--- config.mk ---
export PLATFORM = sky130hd
export DESIGN_NAME = bin_to_bcd_seq
export DESIGN_NICKNAME = d
export VERILOG_FILES = /design/src/rtl/bin_to_bcd_seq.sv
export SDC_FILE = /design/constraint.sdc
export NUM_CORES = 1
export LEC_CHECK = 0
export CORE_ASPECT_RATIO = 0.7
export CORE_UTILIZATION = 50
export CTS_CLUSTER_DIAMETER = 200
export DETAILED_ROUTE_END_ITERATION = 12
export PLACE_DENSITY = 0.7
export SYNTH_ARGS = -nofsm -noshare
export SYNTH_HDL_FRONTEND = slang
export SYNTH_SLANG_ARGS = --single-unit
export TNS_END_PERCENT = 100
--- constraint.sdc ---
create_clock -name clk -period 2.1 [get_ports clk]
set_input_delay 0.42 -clock clk [delete_from_list [all_inputs] [get_ports clk]]
set_output_delay 0.42 -clock clk [all_outputs]
set_load 0.01 [all_outputs]
--- src/rtl/bin_to_bcd_seq.sv ---
// Sequential binary-to-BCD converter (double-dabble, one bit per clock).
// Produces hundreds/tens/ones digits held stable between conversions.
module bin_to_bcd_seq #(
  parameter int WIDTH = 8
) (
  input  logic             clk,
  input  logic             rst_n,
  input  logic             start,
  input  logic [WIDTH-1:0] bin,
  output logic             busy,
  output logic             done,
  output logic [3:0]       ones,
  output logic [3:0]       tens,
  output logic [3:0]       hundreds
);

  localparam int            CW   = $clog2(WIDTH + 1);
  localparam logic [CW-1:0] LAST = CW'(WIDTH - 1);

  typedef enum logic {
    IDLE,
    SHIFT
  } state_t;

  state_t           state;
  state_t           next_state;
  logic [WIDTH-1:0] shreg;
  logic [11:0]      scratch;
  logic [11:0]      adjusted;
  logic [11:0]      scratch_next;
  logic [CW-1:0]    count;
  logic             last_iter;

  function automatic logic [3:0] add3(input logic [3:0] n);
    if (n >= 4'd5) begin
      return n + 4'd3;
    end
    return n;
  endfunction

  // Each nibble is corrected on its own before the joint left shift.
  always_comb begin
    adjusted = {add3(scratch[11:8]), add3(scratch[7:4]), add3(scratch[3:0])};
  end

  assign scratch_next = (adjusted << 1) | {11'd0, shreg[WIDTH-1]};
  assign last_iter    = (count == LAST);
  assign busy         = (state == SHIFT);

  always_ff @(posedge clk or negedge rst_n) begin
    if (!rst_n) begin
      state <= IDLE;
    end else begin
      state <= next_state;
    end
  end

  always_comb begin
    next_state = state;
    case (state)
      IDLE:    if (start) next_state = SHIFT;
      SHIFT:   if (last_iter) next_state = IDLE;
      default: next_state = IDLE;
    endcase
  end

  // Digits are written only on the final iteration, straight from the
  // post-shift scratch value, so the display never sees partial results.
  always_ff @(posedge clk or negedge rst_n) begin
    if (!rst_n) begin
      shreg    <= '0;
      scratch  <= '0;
      count    <= '0;
      done     <= 1'b0;
      ones     <= 4'd0;
      tens     <= 4'd0;
      hundreds <= 4'd0;
    end else begin
      done <= 1'b0;
      if (state == IDLE) begin
        if (start) begin
          shreg   <= bin;
          scratch <= '0;
          count   <= '0;
        end
      end else begin
        shreg   <= shreg << 1;
        scratch <= scratch_next;
        count   <= count + 1'b1;
        if (last_iter) begin
          hundreds <= scratch_next[11:8];
          tens     <= scratch_next[7:4];
          ones     <= scratch_next[3:0];
          done     <= 1'b1;
        end
      end
    end
  end

endmodule

==> results of run 1 <==
## cell type report
type / count / area (µm²)
multi-input cells: 116 / 753
well taps: 47 / 58.8
fillers: 285 / 1120
repair buffers: 29 / 273
clock buffers: 7 / 86.3
inverters: 8 / 30.0
clock inverters: 1 / 5.00
flip-flops and latches: 38 / 951
## power by group
group | leakage, nW | internal (mW) | switching, mW
Sequential | 0.484 | 1.05 | 0.233
Clock | 0.0482 | 0.265 | 0.250
Combinational | 0.447 | 0.771 | 0.801
Total | 0.979 | 2.09 | 1.28
## through the flow
step / hold slack [ps] / power [mW] / instance area, µm²
final: 229 / 3.37 / 2160
after global routing: 298 / 3.63 / 2160
after CTS: 257 / 3.39 / 2160
after detailed placement: 469 / 2.87 / 2070
after global placement: 464 / 2.78 / 2070
after floorplan: 124 / 2.35 / 1780
## path summary, 6_finish.rpt
path                       slack, ps                 endpoint  cells past startpoint
min reg2reg                      480  hundreds[3]$_DFFE_PN0P_                      2
min in group clk                 480  hundreds[3]$_DFFE_PN0P_                      2
max reg2reg                      440   scratch[6]$_DFFE_PN0P_                      6
min                              230      ones[1]$_DFFE_PN0P_                      1
max in group asynchronous       1350  hundreds[3]$_DFFE_PN0P_                      1
max                              440   scratch[6]$_DFFE_PN0P_                      6
## synthesized netlist by cell type (2+ instances only)
library cell | n | area (µm²)
nand2_1 | 31 | 116
nor3b_1 | 4 | 30.0
buf_2 | 3 | 15.0
ha_1 | 7 | 87.6
inv_2 | 2 | 7.51
nand2b_1 | 3 | 18.8
buf_4 | 2 | 15.0
dfrtp_1 | 38 | 951
clkbuf_1 | 2 | 7.51
a22o_1 | 3 | 26.3
nor3_1 | 2 | 10.0
o21ai_0 | 15 | 75.1
o21ai_1 | 7 | 35.0
nand3_1 | 2 | 10.0
mux2i_1 | 9 | 90.1
mux2_2 | 2 | 22.5
inv_1 | 6 | 22.5
xnor2_1 | 4 | 35.0
mux2_4 | 2 | 30.0
o22ai_1 | 7 | 43.8
nor2_1 | 3 | 11.3
a21oi_2 | 3 | 26.3
a21oi_1 | 5 | 25.0
## worst max-delay path, stage by stage (launching register included)
cell      delay, ps
dfrtp_1         410
inv_1           100
ha_1            190
nand2b_1        120
a21oi_2         190
mux2_2          380
o22ai_1         180
## placed cells by master, fill, tap and decap left out, types with 4 or more instances in the layout
master,netlist,final
o22ai_1,7,7
nand2_1,31,31
mux2i_1,9,9
xnor2_1,4,4
nor3b_1,4,4
ha_1,7,7
clkbuf_8,0,6
clkdlybuf4s50_1,0,23
o21ai_1,7,7
inv_1,6,6
o21ai_0,15,15
a21oi_1,5,5
dfrtp_1,38,38
buf_4,2,5
## flip-flops by register name, indices dropped and copies added (netlist names)
register  flops
busy          1
count         4
done          1
hundreds      4
ones          4
scratch      12
shreg         8
tens          4
## kinds of logic (layout without fill, tap and decap cells)
| kind of cell | Yosys count | in the layout | synth area share, % |
|---|---|---|---|
| multiplexers | 13 | 13 | 8.00 |
| AND/OR/NAND/NOR | 48 | 48 | 12.6 |
| XOR/XNOR | 5 | 5 | 2.46 |
| AO/OA/AOI/OAI | 43 | 43 | 14.3 |
| buffers and inverters | 16 | 45 | 4.42 |
| adder cells (fa/ha/maj) | 7 | 7 | 4.91 |
| flip-flops | 38 | 38 | 53.3 |
## routing by layer
layer | vias up | wire, µm | track usage, %
li1 | 635 | - | -
met1 | 591 | 1750 | 28.0
met2 | 23 | 1520 | 32.6
met3 | 7 | 122 | 6.20
met4 | 0 | 50 | 8.65
met5 | - | 0 | 0
==> results.json, run 1 <==
{
  "status": "finished, final reports clean",
  "hp-class": "in -> async",
  "antenna_found_initial": 0,
  "ctsResizeCount": 0,
  "drt-pass1-iter-count": 4,
  "powerDensity_nw_per_um2": 1560,
  "start_util_pct": 54.4,
  "ir_drop_uv": 734,
  "crit_path_end_kind": "register",
  "maxCapViolCount": 0,
  "power.leakage_nw": 0.979,
  "gr-total-overflow": 0,
  "cts_buffer_depth": 2,
  "dp.cells": 238,
  "area_delta_synth_final_pct": 21.0,
  "slew_headroom_pct": 44.5,
  "postCtsSetupBuffers": 0,
  "netlist_instances": 170,
  "cp_data_required_time_ps": 2300,
  "cts_root_buf": "clkbuf_8",
  "cts_tree": "done",
  "post-route-util_pct": 65.9,
  "r2r-start": "scratch[4]$_DFFE_PN0P_",
  "crit_start": "scratch[4]$_DFFE_PN0P_",
  "grt_pass1_wl_um": 5860,
  "htreeDepth": 2,
  "fin_crit_sh_pct": 79.1,
  "rows": 17,
  "layout.nets": 216,
  "holdBufCountCts": 0,
  "period_minus_slack_ps": 1660,
  "setup_viol": 0,
  "yosysSeqAreaShare_pct": 53.3,
  "die-area_um2": 3810,
  "core_area_um2": 3280,
  "vias": 1256,
  "syn_area_um2": 1780,
  "vias_per_cell": 5.11,
  "grt_max_degree": 39,
  "drv_slew": 0,
  "dp_hpwl_um": 2480,
  "die_h_um": 52.0,
  "antennaDiodeCount": 0,
  "finalWirelength_um": 3440,
  "ios": 25,
  "cp.arrival_ps": 1860,
  "criticalPathCategory": "reg -> reg",
  "syn_area_per_cell_um2": 10.5,
  "drcViolationCount": 0,
  "timing.setup.tns_ps": 0,
  "worstSetupStartpointType": "register",
  "drive_above_1_share_pct": 12.6,
  "wl_per_cell_um": 14.0,
  "cp_max_fo": 4,
  "dp_slack_ps": 468,
  "skew_ps": 5.69,
  "cts_buffers": 5,
  "rsz0062_at_grt": "false",
  "worstSkewPairLatency_ps": 280,
  "synthesis.nets": 188,
  "ys_seq_elements": 38,
  "hold_viol": 0,
  "track_usage_pct": 21.1,
  "io_buffers": 24,
  "yosys_warnings": 0,
  "gp_congestion": 0.774,
  "synth-main-ff-cell": "dfrtp_1",
  "synth_cell_types": 31,
  "clk_pin_slew_ps": 80,
  "fmax_mhz": 602,
  "route.antenna.remaining_nets": 0,
  "worstMarginPinSlew_ps": 832,
  "grt_pass1_vias": 1254,
  "die_w_um": 73.4,
  "synth_edf_count": 0,
  "drtIter0Drc": 52,
  "cts_sinks": 38,
  "fin_ws_ps": 440,
  "synthArstFlopShare_pct": 100,
  "stdcell_count": 246
}
No activity file was read; power rests on OpenSTA's default activity.
==> inputs of run 2 (changes only) <==
--- a/config.mk
+++ b/config.mk
@@ -6,7 +6,7 @@
 export NUM_CORES = 1
 export LEC_CHECK = 0
 export CORE_ASPECT_RATIO = 0.7
-export CORE_UTILIZATION = 50
+export CORE_UTILIZATION = 48
 export CTS_CLUSTER_DIAMETER = 200
 export DETAILED_ROUTE_END_ITERATION = 12
 export PLACE_DENSITY = 0.7
==> constraint.sdc (replaced) <==
create_clock -name clk -period 1.4 [get_ports clk]
set_input_delay 0.28 -clock clk [delete_from_list [all_inputs] [get_ports clk]]
set_output_delay 0.28 -clock clk [all_outputs]
set_load 0.01 [all_outputs]
==> run 2 against run 1 <==
- the run now ends with negative setup slack left
- design area rose by 17%
- worst setup slack got worse by 520 ps
- via count rose by 9.6%
- first-iteration DRC count rose by 46%
- cell count rose by 9.3%
- clock skew fell by 2.7 ps
- clock power rose by 120%
- sequential power rose by 55%
- register-to-register slack got worse by 520 ps
- sequential share of layout area fell by 6.4 points
- die area rose by 4.0%
- highest routed layer unchanged
==> results.json, run 2 (same netlist as run 1, synthesis figures left out) <==
{
  "wl_per_cell_um": 14.0,
  "drt-pass1-iter-count": 4,
  "antenna_found_initial": 0,
  "slowest_stage": "dfrtp_2",
  "holdBufCountCts": 0,
  "track_usage_pct": 21.8,
  "ir_drop_uv": 1120,
  "swShare_pct": 36.3,
  "worstMarginPinSlew_ps": 368,
  "crit_chain": "ha_4, nand2b_4, a21oi_4, mux2i_2, mux2_4",
  "clk_pin_slew_ps": 80,
  "io_buffers": 24,
  "core_area_um2": 3540,
  "final_common_cell": "dfrtp_1",
  "r2r-start": "scratch[0]$_DFFE_PN0P_",
  "cts_tree": "done",
  "rows": 18,
  "setup_viol": 10,
  "worstSkewPairLatency_ps": 290,
  "cts_buffer_depth": 2,
  "dpl_cell_area_um2": 2230,
  "ff2ff_setup_slack_ps": -80,
  "cts_root_buf": "clkbuf_8",
  "cp_data_required_time_ps": 1630,
  "fin_area_um2": 2530,
  "fin_crit_sh_pct": 105,
  "fin_ws_ps": -75.8,
  "fmax_mhz": 678,
  "largest-register": "scratch",
  "finalWirelength_um": 3780,
  "gp_congestion": 0.758,
  "violations": "negative setup slack",
  "ios": 25,
  "crit_path_end_kind": "register",
  "vias_per_cell": 5.12,
  "maxCapViolCount": 0,
  "grt_pass1_wl_um": 6090,
  "die_w_um": 74.8,
  "critPathTopFamily": "multiplexers",
  "critPathMaxStageDelay_ps": 450,
  "vias": 1377,
  "slew_headroom_pct": 75.2,
  "hp-class": "in -> async",
  "worst-path-buf-inv": 0,
  "drive_above_1_share_pct": 32.0,
  "criticalPathCategory": "reg -> reg",
  "cts_buffers": 5,
  "p_seq_share_pct": 31.0,
  "p_int_mw": 4.09,
  "post-route-util_pct": 71.5,
  "layout.nets": 236,
  "gr-total-overflow": 0,
  "route.antenna.remaining_nets": 0,
  "grt_max_degree": 39,
  "power.leakage_nw": 1.18,
  "cts_sinks": 38,
  "area_delta_synth_final_pct": 41.8,
  "die_h_um": 53.0,
  "largest_reg_flops": 12,
  "p_clk_share_pct": 17.9,
  "cp.arrival_ps": 1710,
  "p_sw_mw": 2.33,
  "powerDensity_nw_per_um2": 2540,
  "dp_slack_ps": -129,
  "cp_max_fo": 3,
  "dp_hpwl_um": 2530,
  "worstSetupStartpointType": "register",
  "grt_pass1_vias": 1310,
  "drcViolationCount": 0,
  "regToRegEndpoint": "ones[2]$_DFFE_PN0P_",
  "status": "finished, violations left",
  "die-area_um2": 3970,
  "drtIter0Drc": 76,
  "p_comb_share_pct": 51.1,
  "reg.largest.list": "scratch: 12 flops, shreg: 8 flops",
  "rsz0062_at_grt": "true",
  "reg2regPathDepth": 5,
  "period_minus_slack_ps": 1480,
  "final_cell_mix": "dfrtp_1 (37), nand2_1 (31), buf_4 (24), o21ai_0 (14), dlygate4sd2_1 (14)",
  "start_util_pct": 50.4,
  "hold_viol": 0,
  "skew_ps": 2.98,
  "drv_slew": 0,
  "htreeDepth": 2,
  "antennaDiodeCount": 0
}
## run 2: cell types whose count changed in the layout (fill, tap and decap cells not counted), sizes merged
| cell | change |
|---|---|
| clkinv | -1 |
| dlygate4sd2 | +14 |
| clkbuf | -1 |
| bufinv | +2 |
| buf | +19 |
| clkdlybuf4s50 | -13 |
## run 2: final cells by class
| type | instances | area, µm² |
|---|---|---|
| Sequential cell | 38 | 952 |
| Tap cell | 50 | 62.6 |
| Timing Repair Buffer | 49 | 423 |
| Clock inverter | 2 | 60.1 |
| Multi-Input combinational cell | 116 | 918 |
| Inverter | 8 | 30.0 |
| Clock buffer | 6 | 82.6 |
| Fill cell | 259 | 1010 |
## run 2: how the worst max path moves through the flow
stage | startpoint | end | slack (ps) | cells after the start
2_1_floorplan | scratch[9]$_DFFE_PN0P_ | hundreds[2]$_DFFE_PN0P_ | 10 | 6
3_3_place_gp | scratch[4]$_DFFE_PN0P_ | scratch[6]$_DFFE_PN0P_ | -20 | 5
3_5_place_dp | scratch[0]$_DFFE_PN0P_ | ones[2]$_DFFE_PN0P_ | -130 | 5
4_1_cts | scratch[4]$_DFFE_PN0P_ | scratch[6]$_DFFE_PN0P_ | -40 | 5
5_1_grt | scratch[1]$_DFFE_PN0P_ | ones[2]$_DFFE_PN0P_ | -120 | 6
6_report | scratch[0]$_DFFE_PN0P_ | ones[2]$_DFFE_PN0P_ | -80 | 5
## run 2: per-layer routing
layer,GRT usage (%),part of all wire (%)
met2,34.1,46
met5,0,0
met4,9.12,1.4
met1,28.5,48
met3,6.10,4.1
## run 2: repair_timing
item / in CTS / in global routing
pin swaps: 9 / 9
setup buffers: 3 / 2
endpoints found under the setup margin: 26 / 16
resized for setup: 36 / 7
## run 2: power by group through the flow
| stage | clock network (mW) | registers [mW] | logic [mW] |
|---|---|---|---|
| after floorplan | 0 | 1.97 | 1.68 |
| after global placement | 0 | 1.93 | 2.63 |
| after detailed placement | 0 | 1.96 | 2.76 |
| after CTS | 1.16 | 1.96 | 3.05 |
| after global routing | 1.21 | 2.05 | 3.57 |
| final | 1.15 | 1.99 | 3.28 |
## run 2: per-stage QoR
| stage | power (mW) | TNS, ps | hold slack [ps] | std cells |
|---|---|---|---|---|
| 3_5_place_dp | 4.72 | -817 | 471 | 256 |
| 2_1_floorplan | 3.64 | 0 | -15.6 | 170 |
| 3_3_place_gp | 4.56 | -73.8 | 463 | 256 |
| 4_1_cts | 6.17 | -107 | 367 | 267 |
| 5_1_grt | 6.83 | -1080 | 371 | 269 |
| 6_report | 6.42 | -341 | 357 | 269 |
==> inputs of run 3 (changes only) <==
--- a/config.mk
+++ b/config.mk
@@ -10,6 +10,7 @@
 export CTS_CLUSTER_DIAMETER = 200
 export DETAILED_ROUTE_END_ITERATION = 12
 export PLACE_DENSITY = 0.7
+export SLEW_MARGIN = 20
 export SYNTH_ARGS = -nofsm -noshare
 export SYNTH_HDL_FRONTEND = slang
 export SYNTH_SLANG_ARGS = --single-unit
==> results of run 3 <==
No change in the layout: final DEF, timing and power equal those of run 2.
